**config.mk**
```make
export PLATFORM = sky130hd
export DESIGN_NAME = fetch_unit
export DESIGN_NICKNAME = d
export VERILOG_FILES = /design/src/rtl/fetch_unit.sv
export SDC_FILE = /design/constraint.sdc
export NUM_CORES = 1
export LEC_CHECK = 0
export ABC_AREA = 1
export BUFFER_PORTS_ARGS = -buffer_cell sky130_fd_sc_hd__buf_4
export CAP_MARGIN = 20
export CORE_UTILIZATION = 45
export CTS_CLUSTER_DIAMETER = 60
export DETAILED_ROUTE_END_ITERATION = 10
export GPL_TIMING_DRIVEN = 0
export PLACE_DENSITY = 0.75
export SLEW_MARGIN = 25
export SYNTH_ARGS = -nofsm -noshare
export SYNTH_HDL_FRONTEND = slang
export SYNTH_SLANG_ARGS = --single-unit
```
**constraint.sdc**
```tcl
create_clock -name clk -period 2.25 [get_ports clk]
set_input_delay 0.225 -clock clk [delete_from_list [all_inputs] [get_ports clk]]
set_output_delay 0.225 -clock clk [all_outputs]
set_load 0.05 [all_outputs]
```
**src/rtl/fetch_unit.sv**
```systemverilog
// fetch_unit -- MSP430 instruction fetch stage.
//
// Owns the program counter. Starts fetching at RST_VEC after reset and issues
// one word read per cycle on MAB_out/mem_rd. Returned MDB_in words, which
// arrive one cycle after the read strobe, go into a prefetch queue together
// with their fetch address. Decode takes the queue head over ir_valid/ir_ready.
// A taken branch flushes the queue, drops the in-flight read and redirects the PC.
//
// Configuration macro: FETCH_PREFETCH_EN
//   defined   : queue depth BUF_DEPTH, so reads overlap decode stalls and pops.
//   undefined : single-entry buffer. A read is issued only when the buffer is
//               empty and nothing is in flight.
//
// Ports
//   clk, rst        clock and synchronous active-high reset
//   RST_VEC         start PC loaded during reset (bit 0 ignored)
//   MAB_out, mem_rd memory address bus (always even) and read strobe
//   MDB_in          read data, valid the cycle after mem_rd
//   branch_taken    redirect request from execute
//   branch_target   redirect PC (bit 0 ignored)
//   ir_out, ir_pc   queue head word and the address it was fetched from
//   ir_valid        queue head valid
//   ir_ready        decode accepts the head this cycle
//   pc_out          next fetch address
module fetch_unit #(
  parameter int unsigned BUF_DEPTH = 2
) (
  input  logic        clk,
  input  logic        rst,
  input  logic [15:0] RST_VEC,
  output logic [15:0] MAB_out,
  output logic        mem_rd,
  input  logic [15:0] MDB_in,
  input  logic        branch_taken,
  input  logic [15:0] branch_target,
  output logic [15:0] ir_out,
  output logic [15:0] ir_pc,
  output logic        ir_valid,
  input  logic        ir_ready,
  output logic [15:0] pc_out
);

  localparam int unsigned AW = 16;

  localparam logic [0:0] S_RESET = 1'b0;
  localparam logic [0:0] S_RUN   = 1'b1;

  // The queue pointers wrap naturally, so the depth must be a power of two.
  if (BUF_DEPTH < 2 || (BUF_DEPTH & (BUF_DEPTH - 1)) != 0) begin : g_bad_depth
    $error("fetch_unit: BUF_DEPTH must be a power of two and at least 2");
  end

  logic [0:0]    r_state;
  logic [0:0]    w_state_next;
  logic [AW-1:0] r_pc;
  logic [AW-1:0] r_rd_addr;
  logic          r_inflight;
  logic          w_pop;
  logic          w_push;
  logic          w_room;
  logic          w_issue;
  logic          w_unused_bits;

  // Bit 0 of both PC sources is dropped: fetch addresses are word aligned.
  assign w_unused_bits = RST_VEC[0] ^ branch_target[0];

  // State register.
  always_ff @(posedge clk) begin
    if (rst) begin
      r_state <= S_RESET;
    end else begin
      r_state <= w_state_next;
    end
  end

  // Next-state logic: leave reset on the first edge with rst low.
  always_comb begin
    w_state_next = r_state;
    case (r_state)
      S_RESET: w_state_next = S_RUN;
      S_RUN:   w_state_next = S_RUN;
      default: w_state_next = S_RESET;
    endcase
  end

  // Handshake and issue. The read strobe is combinational so that a pop in
  // this cycle frees a slot for a read in the same cycle.
  assign w_pop   = ir_valid & ir_ready;
  assign w_push  = r_inflight & (r_state == S_RUN);
  assign w_issue = ~rst & ~branch_taken & w_room;

  assign mem_rd  = w_issue;
  assign MAB_out = r_pc;
  assign pc_out  = r_pc;

  // PC and in-flight tracking. A branch clears the in-flight flag. The data of
  // that read is on MDB_in during the branch cycle and is dropped at that edge.
  always_ff @(posedge clk) begin
    if (rst) begin
      r_pc       <= {RST_VEC[15:1], 1'b0};
      r_rd_addr  <= '0;
      r_inflight <= 1'b0;
    end else if (branch_taken) begin
      r_pc       <= {branch_target[15:1], 1'b0};
      r_inflight <= 1'b0;
    end else begin
      r_inflight <= w_issue;
      if (w_issue) begin
        r_rd_addr <= r_pc;
        r_pc      <= r_pc + 16'd2;
      end
    end
  end

`ifdef FETCH_PREFETCH_EN

  localparam int unsigned PW = $clog2(BUF_DEPTH);
  localparam int unsigned CW = PW + 1;
  localparam int unsigned OW = CW + 1;

  logic [AW-1:0] r_q_data [BUF_DEPTH];
  logic [AW-1:0] r_q_addr [BUF_DEPTH];
  logic [PW-1:0] r_rd_ptr;
  logic [PW-1:0] r_wr_ptr;
  logic [CW-1:0] r_count;
  logic [OW-1:0] w_occ;

  // Occupancy projected to the end of this cycle: queued words plus the word
  // still on its way back, minus the word leaving now.
  assign w_occ  = OW'(r_count) + OW'(r_inflight) - OW'(w_pop);
  assign w_room = w_occ < OW'(BUF_DEPTH);

  assign ir_valid = (r_count != '0);
  assign ir_out   = r_q_data[r_rd_ptr];
  assign ir_pc    = r_q_addr[r_rd_ptr];

  // Circular prefetch queue.
  always_ff @(posedge clk) begin
    if (rst) begin
      for (int unsigned i = 0; i < BUF_DEPTH; i++) begin
        r_q_data[i] <= '0;
        r_q_addr[i] <= '0;
      end
      r_rd_ptr <= '0;
      r_wr_ptr <= '0;
      r_count  <= '0;
    end else if (branch_taken) begin
      r_rd_ptr <= '0;
      r_wr_ptr <= '0;
      r_count  <= '0;
    end else begin
      if (w_push) begin
        r_q_data[r_wr_ptr] <= MDB_in;
        r_q_addr[r_wr_ptr] <= r_rd_addr;
        r_wr_ptr           <= r_wr_ptr + PW'(1);
      end
      if (w_pop) begin
        r_rd_ptr <= r_rd_ptr + PW'(1);
      end
      r_count <= r_count + CW'(w_push) - CW'(w_pop);
    end
  end

`else

  logic          r_full;
  logic [AW-1:0] r_q_data;
  logic [AW-1:0] r_q_addr;

  // One word at a time: fetch only into an empty buffer with nothing pending.
  assign w_room = ~r_full & ~r_inflight;

  assign ir_valid = r_full;
  assign ir_out   = r_q_data;
  assign ir_pc    = r_q_addr;

  // Single-entry buffer.
  always_ff @(posedge clk) begin
    if (rst) begin
      r_full   <= 1'b0;
      r_q_data <= '0;
      r_q_addr <= '0;
    end else if (branch_taken) begin
      r_full <= 1'b0;
    end else if (w_push) begin
      r_q_data <= MDB_in;
      r_q_addr <= r_rd_addr;
      r_full   <= 1'b1;
    end else if (w_pop) begin
      r_full <= 1'b0;
    end
  end

`endif

endmodule

```
==> results of run 1 <==
## power by group
group	total [uW]	internal, uW	switching [uW]
Combinational	784	275	509
Clock	815	389	426
Sequential	1330	1260	75.2
## logic make-up (layout without fill, tap and decap cells)
| kind of cell | after synthesis | count (layout) | share of synthesized area, % |
|---|---|---|---|
| AND/OR/NAND/NOR | 187 | 187 | 25.7 |
| flip-flops | 64 | 64 | 48.1 |
| XOR/XNOR | 1 | 1 | 0.294 |
| buffers and inverters | 56 | 184 | 10.6 |
| other | 1 | 3 | 0.126 |
| AO/OA/AOI/OAI | 72 | 72 | 14.8 |
| adder cells (fa/ha/maj) | 1 | 1 | 0.420 |
## per-stage QoR
stage	instance area, um^2	total power, uW	hold slack [ns]	utilization [%]
after floorplan	2990	1880	0.360	-
after global placement	3920	2130	0.447	61.4
after detailed placement	3920	2140	0.454	61.4
after CTS	4080	2940	0.110	63.9
after global routing	4080	3060	0.110	63.9
final	4080	2930	0.120	63.9
## path summary, 6_finish.rpt
check,startpoint,endpoint,slack (ns),cells after the start
setup / recovery,MAB_out[1],MAB_out[11],0.33,8
hold / removal,MDB_in[3],ir_out[3],0.12,3
setup reg to reg,MAB_out[1],MAB_out[11],0.33,8
hold reg to reg,r_state,ir_valid,0.47,2
## critical path: stages, from the launching register on
cell	delay, ns
edfxtp_1	0.48
ha_1	0.25
nand2_1	0.08
nor2_1	0.35
nand2_1	0.16
o21bai_1	0.15
nand3_1	0.10
nand2_1	0.07
nand2_1	0.04
## layer usage
metal | vias up | share of wire, % | wire length [um]
li1 | 1489 | - | -
met5 | - | 0 | 0
met3 | 8 | 9.3 | 703
met4 | 0 | 1.2 | 88
met1 | 1280 | 44 | 3350
met2 | 146 | 45 | 3440
## cells in the final DEF (no fill, tap or decap), types with 2 or more instances in the layout
cell type,count
a211oi_1,2
a211oi_2,9
a21oi_1,19
buf_2,4
buf_4,134
buf_6,2
clkbuf_1,9
clkbuf_8,9
clkinv_2,4
conb_1,3
dfxtp_1,49
edfxtp_1,15
inv_1,17
nand2_1,67
nand3_1,19
nand4_1,6
nor2_1,91
o21ai_0,39
o21bai_1,2
## layout make-up
class	count	area, um^2	area share (%)
inverter	19	73.8	1.81
clock inverter	5	23.8	0.583
tap	77	96.3	2.36
multi-input combinational	264	1240	30.3
timing repair buffer	112	841	20.6
clock buffer	11	131	3.22
sequential	64	1430	35.1
buffer	37	243	5.95
## registers in the layout (all words and copies together) (netlist names)
register	count
ir_out	16
r_inflight	1
ir_pc	15
r_state	1
r_rd_addr	15
ir_valid	1
MAB_out	15
## cell usage after synthesis
master    count
buf_1         1
nor3_4        1
nand2_2       1
nor3_1        1
xnor2_1       1
a21oi_1      19
clkbuf_1      7
nand3_1      19
inv_1        17
o21bai_1      2
nand2_1      67
inv_4         1
o21ai_0      39
buf_2         4
nor2_1       91
a211oi_1      2
nand4_1       6
edfxtp_1     15
nand2_4       1
buf_4        22
buf_6         2
ha_1          1
a211oi_2      9
inv_2         1
clkbuf_2      1
o31ai_1       1
conb_1        1
dfxtp_1      49
==> results.txt, run 1 <==
Crit path max fanout - 7
Leakage power figure - 0.00200 uW
GPL Wtd Cong - 0.938
Diodes inserted - 0
Vias/cell - 4.96
Maximum vdd drop - 0.000505 V
Final wirelength - 7.58 mm
Critical Path End Type - flop
CTS Hold Bufs - 0
Fmax - 0.520 GHz
Vias in the first global route - 2780
Max-slew headroom - 55.7%
Drt wl/cell - 12.9 um
# IOs - 118
Initial antenna violation count - 0
First drt pass iteration count - 5
Top post-synthesis cells by area - dfxtp_1 (33%), edfxtp_1 (15%), nor2_1 (11%)
Status - complete, no violations
Number of I/O port buffers - 112
Slew Limit Fails - 0
GR Util All Layers - 22.6%
Sequential share of the synthesized area - 48.1%
CTS tree - yes
Skew-Pair Late Insertion Delay - 0.34 ns
Unrepaired setup endpoints after global routing - no
Post-route DRC violation count - 0
Clk slew on worst S/H paths - 0.07 ns
Core Area - 6390 um^2
Worst Setup Start Kind - flop
CTS Buffer Depth - 2
DP Wirelength - 5.55 mm
Largest net degree at the start of global routing - 16
Syn Area/Cell - 7.80 um^2
Post-route setup slack - 0.327 ns
Die area - 6950 um^2
Die X - 83.3 um
Yosys reg bits - 64
CTS buffer count - 9
Worst Tran Pin Value - 0.664 ns
Max-Cap Viols - 0
Setup Buffers After CTS - 0
H-tree depth - 3
Layout cell share with drive strength beyond 1 - 32.8%
Worst clock skew - 0.0143 ns
Cell area power density - 719 nW/um^2
Met2 usage - 36.1%
Mapped Cells - 382
Overall via count from detail_route - 2923
Warnings from Yosys - 0
Critical setup path kind - reg2reg
Worst hold path class - in2reg
Final ANT Viol Nets - 0
Post-Syn Area - 2980 um^2
Non-Filler Instances - 589
DP Worst Slack - 0.105 ns
Finish-stage setup viols - 0
Congestion Overflow GR - 0
Rows - 29
Layer with the highest usage - met2
Area Overhead vs Synth - 36.9%
Clock Sinks - 64
Setup_tns - 0 ns
First-pass GRT wire length - 12.8 mm
Post-synthesis cell type count - 28
Post-cts resize count - 0
Worst Path Arrival - 2.00 ns
FILL cells - 566
Routing usage on met3 - 5.67%
Met1 Resource Use GR - 29.4%
Post-synth top area cell - dfxtp_1
CP required - 2.33 ns
Period Utilization, post-route - 85.5%
Final hold violation count - 0
Initial DRC count - 180
Yosys top cell area share - 32.9%
Root buffer cell - clkbuf_8
Initial core utilization - 46.6%
Period minus WS final - 1.92 ns
NumNets Final - 560
Dpl cells - 573
Die height - 83.3 um
(Power assumes the default switching activity.)
==> run 2, diff against run 1 <==
- CORE_ASPECT_RATIO: unset -> 0.5
==> run 2 against run 1 <==
  * Worst hold slack got worse by 0.0068 ns
  * Clock power rose by 61%
  * First-iteration DRC count fell by 5.0%
  * Register-to-register slack improved by 0.11 ns
  * Largest cell class unchanged
  * Largest power group unchanged
==> results.txt, run 2 (synthesized netlist as in run 1, its figures left out) <==
Status - complete, no violations
Rows - 20
Root buffer cell - clkbuf_16
Worst Path Arrival - 1.77 ns
Post-route DRC violation count - 0
Initial DRC count - 171
NumNets Final - 560
Finish-stage setup viols - 0
Clock Sinks - 64
CP Cell Sequence - nor3_4 > buf_4 > nor2_1 > nand2_1
Period Utilization, post-route - 80.5%
CTS buffer count - 9
GR Util All Layers - 23.4%
Worst Path Buf+Inv - 1
Worst Setup Start Kind - flop
Setup_tns - 0 ns
Clock power frac - 38.2%
Number of I/O port buffers - 112
Post-cts resize count - 0
CP required - 2.21 ns
Crit path max fanout - 15
CP top delay family - simple AND/OR/NAND/NOR gates
Worst Setup SP - ir_valid
DP Wirelength - 5.49 mm
Max-slew headroom - 54.7%
Final ANT Viol Nets - 0
Fmax - 0.552 GHz
Leakage power figure - 0.00206 uW
Min-delay src - MDB_in[0]
Initial core utilization - 47.8%
Worst Tran Pin Value - 0.677 ns
Die height - 59.5 um
Vias/cell - 4.75
Final hold violation count - 0
Die X - 117 um
Core Area - 6230 um^2
Setup Buffers After CTS - 0
Most frequent cells in the layout - buf_4 (134), nor2_1 (91), nand2_1 (67)
Diodes inserted - 0
First-pass GRT wire length - 12.0 mm
Critical setup path kind - reg2reg
Overall via count from detail_route - 2839
Net load switching power - 1070 uW
Worst clock skew - 0.00926 ns
Area Overhead vs Synth - 41.6%
Logic pwr share - 22.9%
Drt wl/cell - 12.9 um
Maximum vdd drop - 0.000475 V
First drt pass iteration count - 4
Critical Path End Type - flop
Layout cell share with drive strength beyond 1 - 32.9%
Final wirelength - 7.71 mm
Initial antenna violation count - 0
Sw Share - 31.2%
Max-Cap Viols - 0
Vias in the first global route - 2561
Congestion Overflow GR - 0
DP Worst Slack - 0.143 ns
Period minus WS final - 1.81 ns
H-tree depth - 3
Worst path max stage delay - 0.53 ns
Clk slew on worst S/H paths - 0.05 ns
GPL Wtd Cong - 0.848
Int Pwr - 2370 uW
CTS Hold Bufs - 0
Leading cell type in the layout, fill and taps excluded - buf_4
CP max stage cell - nand2_1
Largest net degree at the start of global routing - 16
Cell area power density - 815 nW/um^2
Slew Limit Fails - 0
# IOs - 118
Worst hold path class - in2reg
Max FFs per register - 16
Post-route setup slack - 0.439 ns
Seq pwr share - 38.8%
R2R Path Start - ir_valid
CTS Buffer Depth - 2
CTS tree - yes
Die area - 6970 um^2
R2r setup slk - 0.44 ns
Unrepaired setup endpoints after global routing - no
Skew-Pair Late Insertion Delay - 0.34 ns
[run 2: cell count changes in the layout (fill, tap and decap cells not counted), sizes merged]
cell | previous run | this run
clkbuf | 19 | 20
clkinv | 5 | 0
inv | 19 | 21
[run 2: worst register-to-register path: stages (launching register included)]
cell and delay, ns:
dfxtp_1 0.35, nor3_4 0.29, buf_4 0.22, nor2_1 0.05
nand2_1 0.53
[run 2: per-stage QoR]
stage / hold slack (ns) / total power (uW) / area (um^2) / instances / utilization, %
3_5_place_dp: 0.454 / 2140 / 3940 / 584 / 63.2
3_3_place_gp: 0.444 / 2130 / 3940 / 584 / 63.2
6_report: 0.113 / 3440 / 4220 / 598 / 67.7
2_1_floorplan: 0.360 / 1880 / 2990 / 384 / -
5_1_grt: 0.118 / 3570 / 4220 / 598 / 67.7
4_1_cts: 0.112 / 3450 / 4220 / 598 / 67.7
[run 2: cell type report]
class / count / area, um^2
well taps: 88 / 110
clock buffers: 12 / 268
plain buffers: 37 / 243
fillers: 541 / 2010
multi-input cells: 264 / 1240
inverters: 19 / 73.8
repair buffers: 112 / 841
flip-flops and latches: 64 / 1430
clock inverters: 2 / 12.5
[run 2: final timing paths]
kind	end	depth (start not counted)
setup / recovery	MAB_out[14]	4
hold / removal	ir_out[0]	3
setup reg to reg	MAB_out[14]	4
hold reg to reg	ir_valid	2
[run 2: layer usage]
layer | routed length (um) | GRT usage, %
met4 | 45 | 6.87
met1 | 3730 | 31.5
met3 | 553 | 7.16
met5 | 0 | 0
met2 | 3390 | 36.5
[run 2: power by group through the flow]
stage	Sequential (uW)	Combinational, uW	Clock, uW
6_report	1330	787	1310
5_1_grt	1340	848	1370
4_1_cts	1330	790	1330
3_5_place_dp	1350	786	0
3_3_place_gp	1350	778	0
2_1_floorplan	1510	374	0
==> run 3, diff against run 2 <==
- ABC_AREA: 1 -> 0
- CORE_UTILIZATION: 45 -> 43
- PLACE_DENSITY: 0.75 -> 0.76
- clock period: 2.25 -> 1.54 ns (I/O delays scaled with it)
==> run 3 against run 2 <==
  * Via count down 5.8%
  * Critical endpoint is now pc_out[3]
  * Critical path depth stayed put
  * Global-route usage decreased by 1.0 points
  * Cell count is 4.5% lower
  * Largest power group is now clock
==> results.txt, run 3 <==
Yosys reg bits - 64
Maximum vdd drop - 0.000605 V
Cell area power density - 1230 nW/um^2
Number of I/O port buffers - 110
Number of synthesized flops with an enable pin - 15
Vias in the first global route - 2258
Synth Area in Compound Gates - 13.4%
CP required - 1.39 ns
Vias/cell - 4.68
Period minus WS final - 1.53 ns
FF+latch area - 1430 um^2
CTS Hold Bufs - 0
Post-route DRC violation count - 0
Warnings from Yosys - 0
Crit path to - pc_out[3]
Max FFs per register - 16
Setup_tns - 0 ns
CTS tree - yes
Max-slew headroom - 47.5%
Period Utilization, post-route - 99.1%
Post-synth top area cell - dfxtp_1
Sequential share of the synthesized area - 50.6%
Footprint of the multi-input gates - 1210 um^2
FILL cells - 508
Post-synthesis mux area share - 1.81%
Worst Setup SP - MAB_out[3]
Largest family of logic cells by synthesized area - simple AND/OR/NAND/NOR gates
Most frequent cell after synthesis - nand2_1
Core Area - 6210 um^2
Worst hold path class - in2reg
Die X - 117 um
First drt pass iteration count - 5
DP Wirelength - 5.17 mm
R2R Path Start - MAB_out[1]
Max-Cap Viols - 0
Finish-stage setup viols - 0
H-tree depth - 3
Initial antenna violation count - 0
GPL Wtd Cong - 0.791
Fmax - 0.655 GHz
Post-synthesis async set-or-reset flop share - 0%
CTS Buffer Depth - 2
Placed cell area - 3790 um^2
Worst r2r dst - MAB_out[4]
Final instance area - 4350 um^2
Syn Area/Cell - 8.55 um^2
Slew Limit Fails - 0
Min-delay src - MDB_in[14]
FF-to-FF path depth - 7
Status - complete, no violations
Final wirelength - 7.75 mm
R2r setup slk - 0.02 ns
Layout cell share with drive strength beyond 1 - 41.2%
Initial core utilization - 45.6%
Mapped Cells - 331
Post-Syn Area - 2830 um^2
Worst Setup Start Kind - flop
Worst Path Arrival - 1.37 ns
Initial DRC count - 171
Worst clock skew - 0.00409 ns
Diodes inserted - 0
Synth Area in Simple Gates - 21.0%
Clk slew on worst S/H paths - 0.06 ns
CTS buffer count - 9
Overall via count from detail_route - 2674
Hold path cells - 3
Root buffer cell - clkbuf_16
Crit path max fanout - 4
Unrepaired setup endpoints after global routing - yes
Final hold violation count - 0
Post-synthesis cell type count - 35
Leading cell type in the layout, fill and taps excluded - buf_4
Area share of xor/xnor cells in the synthesized design - 4.02%
Rows - 20
Worst Tran Pin Value - 0.787 ns
Die height - 59.4 um
Most frequent cells in the layout - buf_4 (153), nand2_1 (108), dfxtp_1 (48)
Largest net degree at the start of global routing - 16
Critical Path End Type - output pin
# IOs - 118
Yosys top cell area share - 34.7%
Top post-synthesis cells by area - dfxtp_1 (35%), edfxtp_1 (16%), nand2_1 (14%)
Drt wl/cell - 13.6 um
Skew-Pair Late Insertion Delay - 0.32 ns
GR Util All Layers - 22.4%
Adder-cell share of the synthesized area - 0.442%
Most instantiated cells after synthesis - nand2_1 (109), dfxtp_1 (49), a21oi_1 (39)
NumNets Final - 531
Leakage power figure - 0.00189 uW
First-pass GRT wire length - 11.5 mm
Critical setup path kind - reg2out
WHS - 0.0747 ns
Congestion Overflow GR - 0
Final ANT Viol Nets - 0
Die area - 6930 um^2
Area Overhead vs Synth - 53.7%
Clock Sinks - 64
Main synth FF type - dfxtp_1
run 3: final cells by class:
class | instances | share of cell area [%]
Clock inverter | 5 | 1.93
Clock buffer | 11 | 6.07
Tap cell | 88 | 2.53
Timing Repair Buffer | 134 | 23.2
Inverter | 2 | 0.173
Multi-Input combinational cell | 228 | 27.7
Buffer | 39 | 5.41
Sequential cell | 64 | 32.9
run 3: power breakdown:
group / total, uW / switching, uW / internal, uW
Clock: 2300 / 733 / 1570
Combinational: 1150 / 691 / 454
Sequential: 1920 / 90.9 / 1830
run 3: layer usage:
| metal | part of all wire [%] | GRT usage, % | wire length, um | up-vias |
|---|---|---|---|---|
| met5 | 0 | 0 | 0 | - |
| met4 | 1.1 | 7.96 | 82 | 0 |
| met3 | 6.1 | 5.32 | 476 | 10 |
| met2 | 46 | 34.6 | 3580 | 89 |
| met1 | 47 | 31.0 | 3610 | 1195 |
| li1 | - | - | - | 1380 |
run 3: cells by family after synthesis:
logic type | Yosys count
fa+ha+maj | 1
other cells | 1
compound gates | 72
buf+inv | 41
simple gates | 134
mux | 5
flops | 64
xor+xnor | 13
run 3: stage by stage:
step | cells | worst slack (ns) | total power, uW | util [%]
after floorplan | 333 | -0.279 | 2620 | -
after global placement | 531 | -0.134 | 2960 | 61.0
after detailed placement | 531 | -0.130 | 2970 | 61.0
after CTS | 559 | 0.00273 | 5310 | 68.1
after global routing | 571 | -0.0702 | 5560 | 70.1
final | 571 | 0.0141 | 5360 | 70.1
run 3: critical path, stage by stage, from the launching register on:
cell,delay (ns)
edfxtp_1,0.45
buf_4,0.17
buf_4,0.13
buf_4,0.12
buf_4,0.18
run 3: how the worst min path moves through the flow:
| stage | endpoint | slack (ns) |
|---|---|---|
| 3_3_place_gp | ir_out[7] | 0.40 |
| 6_report | ir_out[14] | 0.07 |
| 2_1_floorplan | ir_out[6] | 0.29 |
| 5_1_grt | ir_out[14] | 0.07 |
| 4_1_cts | ir_out[14] | 0.07 |
| 3_5_place_dp | ir_out[14] | 0.41 |
run 3: timing repair:
item / in CTS / in global routing
setup endpoints to repair: 8 / 39
resized for setup: 2 / 9
pin swaps: 0 / 6
buffers inserted: 12 / 12
endpoints found under the hold margin: 0 / 0
